File: src/rtl/sobel_window_feeder.sv
// sobel_window_feeder: keeps two row buffers and streams 3-pixel vertical columns (top, mid, bot) per pixel from row 2 on
module sobel_window_feeder #(
  parameter int PIXEL_WIDTH = 8,
  parameter int IMG_WIDTH = 16,
  parameter int IMG_HEIGHT = 16
) (
  input  logic                   clk_i,
  input  logic                   nreset_i,
  input  logic                   frame_start_i,
  input  logic                   px_rdy_i,
  input  logic [PIXEL_WIDTH-1:0] in_px_i,
  output logic                   in_ready_o,
  output logic [PIXEL_WIDTH-1:0] out_px_o,
  output logic                   px_rdy_o,
  output logic                   start_sobel_o,
  output logic                   frame_done_o
);
  localparam int CW = $clog2(IMG_WIDTH);
  localparam int RW = $clog2(IMG_HEIGHT);
  localparam logic [CW-1:0] COL_LAST = CW'(IMG_WIDTH - 1);
  localparam logic [RW-1:0] ROW_LAST = RW'(IMG_HEIGHT - 1);
  typedef enum logic [2:0] {FILL, WAIT_PX, EMIT_TOP, EMIT_MID, EMIT_BOT, ROW_GAP} state_t;
  state_t state, state_n;
  logic [RW-1:0] row, row_n;
  logic [CW-1:0] col, col_n;
  logic last_col;
  logic [PIXEL_WIDTH-1:0] line0 [IMG_WIDTH];
  logic [PIXEL_WIDTH-1:0] line1 [IMG_WIDTH];
  logic [PIXEL_WIDTH-1:0] mid, bot, px_n;
  logic acc, ready_n, start_n, done_n, stb_n;
  assign acc = px_rdy_i && in_ready_o && !frame_start_i;
  always_comb begin
    state_n = state;
    row_n = row;
    col_n = col;
    if (acc) begin
      col_n = (col == COL_LAST) ? '0 : col + CW'(1);
      row_n = (col != COL_LAST) ? row : (row == ROW_LAST) ? '0 : row + RW'(1);
    end
    case (state)
      FILL:     state_n = (acc && row == RW'(1) && col == COL_LAST) ? WAIT_PX : FILL;
      WAIT_PX:  state_n = acc ? EMIT_TOP : WAIT_PX;
      EMIT_TOP: state_n = EMIT_MID;
      EMIT_MID: state_n = EMIT_BOT;
      EMIT_BOT: state_n = last_col ? ROW_GAP : acc ? EMIT_TOP : WAIT_PX;
      ROW_GAP:  state_n = (row == '0) ? FILL : acc ? EMIT_TOP : WAIT_PX;
      default:  state_n = FILL;
    endcase
    if (frame_start_i) begin
      state_n = FILL;
      row_n = '0;
      col_n = '0;
    end
    stb_n = state_n inside {EMIT_TOP, EMIT_MID, EMIT_BOT};
    ready_n = !(state_n inside {EMIT_TOP, EMIT_MID}) && !(state_n == EMIT_BOT && last_col);
    px_n = (state_n == EMIT_TOP) ? line1[col] : (state_n == EMIT_MID) ? mid : (state_n == EMIT_BOT) ? bot : '0;
    // start stays high across stalls inside a row and drops only in FILL/ROW_GAP
    start_n = stb_n || (state_n == WAIT_PX && start_sobel_o);
    // row has already wrapped to 0 when the last row of the frame finishes
    done_n = state_n == ROW_GAP && row_n == '0;
  end
  always_ff @(posedge clk_i or negedge nreset_i) begin
    if (!nreset_i) begin
      state <= FILL;
      row <= '0;
      col <= '0;
      last_col <= 1'b0;
      in_ready_o <= 1'b1;
      px_rdy_o <= 1'b0;
      start_sobel_o <= 1'b0;
      frame_done_o <= 1'b0;
      out_px_o <= '0;
    end else begin
      state <= state_n;
      row <= row_n;
      col <= col_n;
      if (acc) last_col <= col == COL_LAST;
      in_ready_o <= ready_n;
      px_rdy_o <= stb_n;
      start_sobel_o <= start_n;
      frame_done_o <= done_n;
      out_px_o <= px_n;
    end
  end
  always_ff @(posedge clk_i) begin
    if (acc) begin
      line1[col] <= line0[col];
      line0[col] <= in_px_i;
      mid <= line0[col];
      bot <= in_px_i;
    end
  end
endmodule

File: config.mk
export PLATFORM = sky130hd
export DESIGN_NAME = sobel_window_feeder
export DESIGN_NICKNAME = d
export VERILOG_FILES = /design/src/rtl/sobel_window_feeder.sv
export SDC_FILE = /design/constraint.sdc
export NUM_CORES = 1
export LEC_CHECK = 0
export ABC_CLOCK_PERIOD_IN_PS = 3600
export CORE_ASPECT_RATIO = 0.5
export CORE_UTILIZATION = 55
export DETAILED_ROUTE_END_ITERATION = 8
export GPL_TIMING_DRIVEN = 0
export PLACE_DENSITY = 0.72
export SYNTH_ARGS = -nofsm -noshare
export SYNTH_HDL_FRONTEND = slang
export SYNTH_SLANG_ARGS = --single-unit
File: constraint.sdc
create_clock -name clk_i -period 3.6 [get_ports clk_i]
set_input_delay 0.36 -clock clk_i [delete_from_list [all_inputs] [get_ports clk_i]]
set_output_delay 0.36 -clock clk_i [all_outputs]
set_load 0.03 [all_outputs]
[After elaboration in Yosys (flattened, before gate mapping)]
Memories as Yosys holds them, arrays and structs flattened.
Cells that the tools add are included.
Operators by class
  multiplexer cells: 18
  shift operators: 0
  div/mod/pow operators: 0
  add/sub/neg operators: 2
  equality and inequality tests: 14
  $mul: 0
  bitwise gates (word level): 0
  $lt $le $gt $ge: 0
  reduce and logical (&&, ||, !) cells: 18
Operators by type and width (number)
  2-to-1 mux 4 bit: 7
  2-to-1 mux 8 bit: 3
  case mux 3 bit (6 select lines): 1
  equality test 3 x 2 -> 1 bit (second input constant): 4
  equality test 3 bit (second input constant): 4
  adder 4 x 1 -> 4 bit (second input constant): 2
  equality test 4 bit (second input constant): 2
  logical AND 1 bit: 8
  logical NOT 4 bit: 2
  equality test 3 x 1 -> 1 bit (second input constant): 2
  2-to-1 mux 3 bit: 2
  equality test 4 x 1 -> 1 bit (second input constant): 1
  2-to-1 mux 2 bit: 2
  inequality test 4 bit (second input constant): 1
  nonzero test 2 bit: 2
  logical NOT 1 bit: 3
  logical NOT 3 bit: 1
  2-to-1 mux 1 bit: 3
  nonzero test 3 bit: 1
  logical OR 1 bit: 1
Word-level totals
  input port bits: 12
  register bits: 40
  output and inout bits: 12
  bits in read-only memories: 0
  memories: 2
  RAM bits: 256
  bits in latches: 0
Memories
  line0: words 16, bits a word 8, read ports 1, clocked after Yosys merged registers in 0, write ports 1, line 27  | logic [PIXEL_WIDTH-1:0] line0 [IMG_WIDTH];
  line1: words 16, bits a word 8, read ports 1, clocked after Yosys merged registers in 0, write ports 1, line 28  | logic [PIXEL_WIDTH-1:0] line1 [IMG_WIDTH];

[Depth between registers and ports, before layout]
Gate-level depths: netlist (run 1).
  word-level depth: 11
  depth in mapped cells: 8
  mapped depth without buffers: 7

[Worst setup path before layout (run 1)]
No wires, ideal clock.
  path type: reg-to-reg
  start: reg in_ready_o
  end: mem line0[0][0], enable pin
  buffers on the path: 0
  required time: 3.191 ns
  arrival time: 2.573 ns
  stages on the path, launching flop included: 5
  clock period less this slack: 2.982 ns
  setup slack: 0.618 ns
  path through: dfstp_2 nand3_1 inv_1 nand2_1 nor3_1
Between the ends
  cells in the longest elaborated chain, start to end: 4
Ends and longest elaborated chain
  start, declared: line 12  | output logic in_ready_o,
  start signal, assigned: line 78  | in_ready_o <= ready_n;
  logical AND 1 bit (2 in a row): line 31  | assign acc = px_rdy_i && in_ready_o && !frame_start_i;
  2-to-1 mux 1 bit: line 86  | if (acc) begin
  2-to-1 mux 1 bit (implied by the code): line 88  | line0[col] <= in_px_i;
  end, declared: line 27
No other way between the ends.

[Worst setup path in the final report (run 1)]
  start: reg in_ready_o
  end: mem line0[2][2], enable pin
Same word-level chain as after synthesis.

==> results of run 1 <==
[cells in the mapped netlist, types with 2 or more instances]
cell type / count / share of area, %
nor2_1: 25 / 0.81
nand2b_1: 2 / 0.11
nand2_1: 14 / 0.45
buf_12: 2 / 0.35
mux4_1: 6 / 1.4
nor2b_1: 8 / 0.43
inv_1: 10 / 0.32
mux2i_1: 8 / 0.69
a21oi_1: 10 / 0.43
mux4_2: 66 / 13
a211oi_1: 16 / 1.0
nand3_1: 6 / 0.26
xor2_1: 2 / 0.15
buf_6: 5 / 0.49
o21ai_0: 5 / 0.22
buf_2: 13 / 0.56
nor3_1: 5 / 0.22
dfrtp_1: 23 / 5.0
o211ai_1: 3 / 0.19
edfxtp_1: 272 / 71
ha_1: 7 / 0.76
and3_1: 2 / 0.11
a221o_1: 8 / 0.69
clkbuf_1: 4 / 0.13
o31a_1: 2 / 0.15
[worst max path at each step]
stage                       start           to  slack, ps  cells after the start
global route           in_ready_o  line0[2][7]        160                      5
global placement    frame_start_i  line0[2][7]      -1340                      6
floorplan              in_ready_o  line0[0][0]        620                      4
detailed placement  frame_start_i  line0[2][7]       -100                      7
CTS                    in_ready_o  line0[2][7]        330                      5
finish                 in_ready_o  line0[2][2]        310                      5
[layout make-up]
class                   count  share of cell area [%]
plain buffers              27                    1.46
clock buffers              32                    4.93
clock inverters            11                   0.777
inverters                  10                   0.284
multi-input cells         213                    19.9
flip-flops and latches    296                    66.4
well taps                 273                    2.59
repair buffers             38                    3.71
[per-layer routing]
metal	wire [µm]	vias up	global-route usage, %
met5	0	-	0
li1	-	2402	-
met2	11200	260	35.6
met1	10800	2966	35.3
met4	621	0	7.14
met3	2160	53	5.65
[power by group through the flow]
stage               combinational (mW)  sequential (mW)  clock, mW
global placement                 0.333             3.90          0
CTS                              0.351             3.82       2.61
global route                     0.372             3.82       2.71
floorplan                        0.222             3.89          0
detailed placement               0.349             3.90          0
finish                           0.348             3.82       2.58
[worst max-delay path, cell delays in order (launching register included)]
cell and delay, ps:
dfstp_2 610, nand3_1 130, inv_1 780, nand2_1 370, nor3_2 820, buf_6 270
[logic make-up (layout without fill, tap and decap cells)]
logic type	after synthesis	count (layout)
DFF	296	296
muxes	80	80
and+or+nand+nor	73	73
AOI/OAI and AO/OA	50	50
buffers and inverters	37	118
adders and majority gates	7	7
xor gates and xnor gates	3	3
[stage by stage]
step	setup slack [ps]	instance area [µm²]
after floorplan	618	11600
after global placement	-1340	12100
after detailed placement	-101	12500
after CTS	335	13200
after global routing	156	13200
final	309	13200
[flip-flops by register name, indices dropped and copies added (netlist names), 3 cells and up]
signal    count
bot           8
out_px_o      8
line0       128
col           4
state         3
line1       128
mid           8
row           4
==> results.toml, run 1 <==
[layout]
multiInputGateArea_um2 = 2620
drive_gt1_share_pct = 24.4
nFillCells = 1327
seqCellArea_um2 = 8770
finalNetCount = 630
fin_cells = 900
antennaDiodeCount = 0
utilization_pct = 64.1
layout_commonest_cell = "edfxtp_1"
syn2layout_area_growth_pct = 14.1
final_cell_mix = "272 x edfxtp_1, 66 x mux4_2, 25 x clkbuf_16"

[die]
die_area_um2 = 21700
fp.coreArea_um2 = 20600
fp.dieW_um = 207
die_h_um = 105
ios = 24
start_util_pct = 56.2
placementRows = 37

[timing]
relSlewSlack_pct = 26.1
whs_ps = 414
tightest_slew_ps = 1110
fin_skew_ps = 11.7
finalSetupViolCount = 0
rsz0062_at_grt = "no"
finalCriticalPeriod_ps = 3290
fmax_mhz = 304
final-hold-violation-count = 0
final.period_utilization_pct = 91.4
slew_viol_final = 0
tns_ps = 0

[setup_path]
crit_required_ps = 3830
setup.worst_path.start_class = "register"
reg2reg_slack_ps = 310
r2r_cells = 5
crit_fanout = 22
r2r_start = "in_ready_o"
r2r-end = "line0[2][2]"
cp_data_arrival_time_ps = 3520
critPathKind = "register to register"
end_kind = "register"

[global_routing]
grt_pass1_vias = 5746
grt_pass1_wl_um = 36600
grt_max_degree = 25
antenna_found_initial = 0
grt_usage_pct = 23.8
grt-ovfl-total = 0

[pwr]
p_int_mw = 5.37
finalPower_mw = 6.75
netSwitchingFraction_pct = 20.4
power_switching_mw = 1.38
pwr-share-clk_pct = 38.2
p_leak_nw = 4.23
seqPwrFrac_pct = 56.6
p_per_area_nw_per_um2 = 511
pwr-share-comb_pct = 5.1
vdd_drop_max_mv = 0.283

[synthesis]
synth.avg_cell_area_um2 = 21.2
synth_ff_type = "edfxtp_1"
synthesis.area_um2 = 11600
synth-seq-cells = 296
yosysWarnings = 0
ys_types = 47
synth_top_family_by_area = "multiplexers"
synth_cells = 546
synthArstFlopShare_pct = 8.11
synth_edf_count = 272
synth_compound_area_share_pct = 3.16
synth-xor-area-share_pct = 0.227
synthSimpleGateAreaFrac_pct = 3.22
muxShareOfSynthArea_pct = 14.9
synthAdderAreaFrac_pct = 0.757
yosysSeqAreaShare_pct = 75.8
syn_nets = 565

[route]
drt_iter0_markers = 560
drc = 0
firstDrtPassIters = 4
vias = 5681
antenna_left = 0
wl_um = 24800
avgRoutedWirePerCell_um = 27.5
vias_per_cell = 6.31

[cts]
clkLatencyLatePin_ps = 530
cts_tree = "built"
holdBufCountCts = 0
cts_resized = 0
cts.sinks = 296
htreeDepth = 1
cts_inserted_buffers = 25
clockBufferDepth = 3
clk_pin_slew_worst_paths_ps = 70
cts_setup_buffers = 0
cts_root_buf = "clkbuf_16"

[placed_design]
hpwlAfterDp_um = 16000
numPortBuffers = 23
globalplace.congestion = 0.839
dp.cells = 857

[run]
drv_cap = 0

[worst_hold_path]
hp-class = "primary input to async pin"

[status]
run_status = "completed"
Power figures use the tool's default switching activity.
==> inputs of run 2 (changes only) <==
--- a/config.mk
+++ b/config.mk
@@ -8,7 +8,9 @@
 export ABC_CLOCK_PERIOD_IN_PS = 3600
 export CORE_ASPECT_RATIO = 0.5
 export CORE_UTILIZATION = 55
+export CTS_CLUSTER_SIZE = 24
 export DETAILED_ROUTE_END_ITERATION = 8
+export GPL_ROUTABILITY_DRIVEN = 0
 export GPL_TIMING_DRIVEN = 0
 export PLACE_DENSITY = 0.72
 export SYNTH_ARGS = -nofsm -noshare
==> results of run 2 <==
Final layout, timing and power as in run 1 (identical DEF).
